### src/rtl/pe_weight_loader.sv
// Streams weight row-slices into the shadow chains of a ROWS x COLS PE array and,
// once swap_ok is seen, launches a column-skewed shift_en wavefront into the active registers.
`ifndef WIDTH_DATA
`define WIDTH_DATA 8
`endif

module pe_weight_loader #(
   parameter int WIDTH_DATA = `WIDTH_DATA,
   parameter int ROWS       = 4,
   parameter int COLS       = 4
) (
   input  logic                       clk,
   input  logic                       rst_n,
   input  logic                       in_valid,
   output logic                       in_ready,
   input  logic [COLS*WIDTH_DATA-1:0] in_data,
   input  logic                       swap_ok,
   output logic                       load_en,
   output logic [COLS*WIDTH_DATA-1:0] w_col,
   output logic [COLS-1:0]            shift_en,
   output logic                       tile_full,
   output logic                       swap_done
);

   // Cycles after the swap decision until loading may resume without
   // disturbing a shadow register that the wavefront has not yet captured.
   localparam int GUARD_LEN = ROWS + COLS - 3;
   localparam int BW        = (ROWS > 1) ? $clog2(ROWS) : 1;
   localparam int GW        = $clog2(ROWS + COLS + 1);

   typedef enum logic [1:0] {
      LOAD       = 2'd0,
      FULL       = 2'd1,
      SWAP_GUARD = 2'd2
   } state_t;

   state_t          state, state_nxt;
   logic [BW-1:0]   beat_cnt, beat_cnt_nxt;
   logic [GW-1:0]   guard_cnt, guard_cnt_nxt;
   logic [COLS-1:0] shift_q, shift_nxt;
   logic            swap_done_nxt;
   logic            accept;

   assign in_ready  = (state == LOAD);
   assign tile_full = (state == FULL);
   assign accept    = in_valid && in_ready;
   assign shift_en  = shift_q;

   always_ff @(posedge clk or negedge rst_n) begin
      if (!rst_n) begin
         state     <= LOAD;
         beat_cnt  <= '0;
         guard_cnt <= '0;
         shift_q   <= '0;
         swap_done <= 1'b0;
      end else begin
         state     <= state_nxt;
         beat_cnt  <= beat_cnt_nxt;
         guard_cnt <= guard_cnt_nxt;
         shift_q   <= shift_nxt;
         swap_done <= swap_done_nxt;
      end
   end

   always_comb begin
      state_nxt     = state;
      beat_cnt_nxt  = beat_cnt;
      guard_cnt_nxt = guard_cnt;
      shift_nxt     = shift_q << 1;
      swap_done_nxt = 1'b0;
      case (state)
         LOAD: begin
            if (accept) begin
               if (beat_cnt == BW'(ROWS - 1)) begin
                  beat_cnt_nxt = '0;
                  state_nxt    = FULL;
               end else begin
                  beat_cnt_nxt = beat_cnt + 1'b1;
               end
            end
         end
         FULL: begin
            if (swap_ok) begin
               shift_nxt = COLS'(1);
               // Short guards end within one cycle of the decision, so the done
               // pulse is scheduled here rather than from the guard counter.
               swap_done_nxt = (GUARD_LEN <= 1);
               if (GUARD_LEN <= 0) begin
                  state_nxt     = LOAD;
                  guard_cnt_nxt = '0;
               end else begin
                  state_nxt     = SWAP_GUARD;
                  guard_cnt_nxt = GW'(1);
               end
            end
         end
         SWAP_GUARD: begin
            if (guard_cnt == GW'(GUARD_LEN)) begin
               state_nxt     = LOAD;
               guard_cnt_nxt = '0;
            end else begin
               guard_cnt_nxt = guard_cnt + 1'b1;
               swap_done_nxt = (guard_cnt == GW'(GUARD_LEN - 1));
            end
         end
         default: begin
            state_nxt = LOAD;
         end
      endcase
   end

   // Registered load path: one cycle from accepting edge to load_en/w_col.
   always_ff @(posedge clk or negedge rst_n) begin
      if (!rst_n) begin
         load_en <= 1'b0;
         w_col   <= '0;
      end else begin
         load_en <= accept;
         if (accept) begin
            w_col <= in_data;
         end
      end
   end

endmodule

### config.mk
export PLATFORM = sky130hd
export DESIGN_NAME = pe_weight_loader
export DESIGN_NICKNAME = d
export VERILOG_FILES = /design/src/rtl/pe_weight_loader.sv
export SDC_FILE = /design/constraint.sdc
export NUM_CORES = 1
export LEC_CHECK = 0
export ABC_AREA = 1
export CAP_MARGIN = 25
export CORE_MARGIN = 4
export CORE_UTILIZATION = 38
export DETAILED_ROUTE_END_ITERATION = 10
export PLACE_DENSITY = 0.74
export SYNTH_ARGS = -nofsm -noshare
export SYNTH_HDL_FRONTEND = slang
export SYNTH_SLANG_ARGS = --single-unit
### constraint.sdc
create_clock -name clk -period 0.9 [get_ports clk]
set_input_delay 0.09 -clock clk [delete_from_list [all_inputs] [get_ports clk]]
set_output_delay 0.09 -clock clk [all_outputs]
set_load 0.02 [all_outputs]
==> qor.yml <==
status: "complete, but fails checks"
violations: "negative setup slack"
grt-ovfl-total: 0
grt_max_degree: 47
critical_path_class: "flip-flop to flip-flop"
n_antenna_cell: 0
ff2ff_setup_slack_ns: -0.28
rr_endpoint: "w_col[18]"
die_area_sq_um: 6030
ys_warn_count: 0
critPathMaxStageDelay_ns: 0.45
cp_max_fo: 9
final_area_sq_um: 3130
ys_types: 18
drv_cap: 0
grt.total_usage_pct: 15.3
power_density_nw_per_um2: 3560
hold_violations: 0
grt_setup_unrepaired: "yes"
gp_congestion: 0.777
clock-sinks: 46
synth_top_area_share_pct: 62.4
yosysTopAreaCell: "dfrtp_1"
coreArea_sq_um: 4720
area_growth_pct: 69.9
clockRootBuffer: "clkbuf_8"
crit_chain: "nor2_4 > buf_6 > nand2_8 > clkbuf_16 > nand2_1 > nand2_1"
die_y_microns: 77.7
final.setup.tns_ns: -10.61
synth_area_leaders: "dfrtp_1, nand2_1, inv_1, nand3_1, buf_6"
crit_path_start_kind: "flip-flop"
ir_worst_vdd_v: 0.00154
fin_ws_ns: -0.278
slew_viol_final: 0
drive_gt1_share_pct: 28.8
path_buf_inv: 2
clock_latency_ns: 0.29
rr_startpoint: "state[1]"
required_ns: 1.08
cts_max_level: 2
fin_nets: 352
post-route-min-period_ns: 1.18
grt_pass1_wl_microns: 7440
cts_tree: "yes"
max_slew_margin_pct: 83.1
cp-end-kind: "flip-flop"
cp_slowest_cell: "dfrtp_2"
start_util_pct: 39.0
dpl.hpwl_microns: 3030
worst_slew_pin_slew_ns: 0.253
grt_pass1_vias: 1636
clk_pin_slew_worst_paths_ns: 0.09
synth-seq-cells: 46
critPathLaunch: "state[1]"
finClkSkew_ns: 0.00744
power.leakage_nw: 1.68
vias: 1701
netlist_instances: 211
fmax_ghz: 0.849
cp_common_cell: "nand2_1"
antenna_found_initial: 0
ant_nets: 0
viasPerCell: 4.44
yosysSeqAreaShare_pct: 62.4
cts_buffer_depth: 2
synthesis.nets: 248
wl_per_cell_microns: 12.1
finalPower_mw: 11.1
cp.arrival_ns: 1.36
port_buffers: 75
r2r_cells: 6
drt-total-wl_microns: 4650
die_w_microns: 77.7
drc: 0
drt-pass1-iter-count: 4
place_area_sq_um: 2710
dp_slack_ns: -0.365
hold_class: "primary input to asynchronous set/reset pin"
rows: 25
syn_area_sq_um: 1840
setup-violations-final: 82
io_pins: 76
synth_area_per_cell_sq_um: 8.74
period_share_pct: 131
critPathTopFamily: "flip-flops"
drt-initial-drc-count: 64
cts_made_buffers: 5
[how the worst max path moves through the flow]
stage | endpoint | slack [ns] | cells past startpoint
2_1_floorplan | guard_cnt[2] | -0.20 | 4
3_5_place_dp | tile_full | -0.36 | 2
4_1_cts | w_col[23] | -0.26 | 6
3_3_place_gp | tile_full | -0.35 | 2
5_1_grt | tile_full | -0.32 | 3
6_report | w_col[18] | -0.28 | 6
[where the power goes]
part	internal, mW	total, mW	switching (mW)
Sequential	2.96	3.69	0.724
Clock	1.11	1.81	0.698
Combinational	2.92	5.65	2.73
[worst min-delay path, cell delays in order]
cell,delay (ns)
dlygate4sd3_1,0.52
buf_2,0.12
buf_12,0.24
[cell usage in the layout (no fill, tap or decap), drive strengths merged]
cell type      Yosys  final
nor2               5      5
dlygate4sd3        0      1
nand2            128    128
inv               12     11
buf                7     69
ha                 1      1
o21ai              1      1
nand3              7      7
nor3               1      1
nand4              1      1
bufinv             0      2
clkdlybuf4s50      0     34
a21oi              1      1
clkbuf             1      6
dfrtp             46     46
clkinv             0      2
[cell families (layout without fill, tap and decap cells)]
family          after synthesis  in the layout  synth area share [%]
buf+inv                      20            125                  5.70
fa+ha+maj                     1              1                 0.678
flops                        46             46                  62.4
compound gates                2              2                 0.542
simple gates                142            142                  30.7
[what timing repair did]
| action | CTS | global route |
|---|---|---|
| endpoints found under the setup margin | 86 | 86 |
| cloned | 0 | 1 |
| pin swaps | 0 | 1 |
| buffers inserted | 8 | 9 |
| endpoints found under the hold margin | 46 | 0 |
| gates resized for setup | 241 | 17 |
| hold buffers | 1 | 0 |
[registers in the layout, indices dropped and copies added (netlist names)]
signal	cells
w_col	32
guard_cnt	4
shift_en	4
beat_cnt	2
state	2
load_en	1
swap_done	1
[through the flow]
step	util, %	hold WS, ns	instances
global placement	57.5	0.0905	356
detailed placement	57.5	0.0953	356
floorplan	-	-0.206	211
global route	66.3	0.321	383
CTS	63.1	0.312	373
finish	66.3	0.301	383
[cell type report]
class                      instances  area (sq um)
tap                               67          83.8
multi-input combinational        145           622
inverter                          12          57.6
sequential                        46          1150
fill                             384          1590
clock inverter                     3          68.8
timing repair buffer             105          1080
clock buffer                       5          68.8
[per-layer routing]
metal | up-vias | routed length, microns | global-route usage, %
met4 | 0 | 17 | 3.74
met1 | 801 | 2020 | 19.7
met5 | - | 0 | 0
met3 | 2 | 290 | 3.94
li1 | 839 | - | -
met2 | 59 | 2320 | 25.9
[Yosys cell counts]
cell type	count
nand2_1	126
dfrtp_1	46
inv_1	11
nand3_1	7
buf_2	4
buf_6	3
nor2_1	3
a21oi_1	1
clkbuf_1	1
ha_1	1
inv_4	1
nand2_2	1
nand2_4	1
nand4_1	1
nor2_2	1
nor2_4	1
nor3_1	1
o21ai_0	1
(Power assumes the default switching activity.)
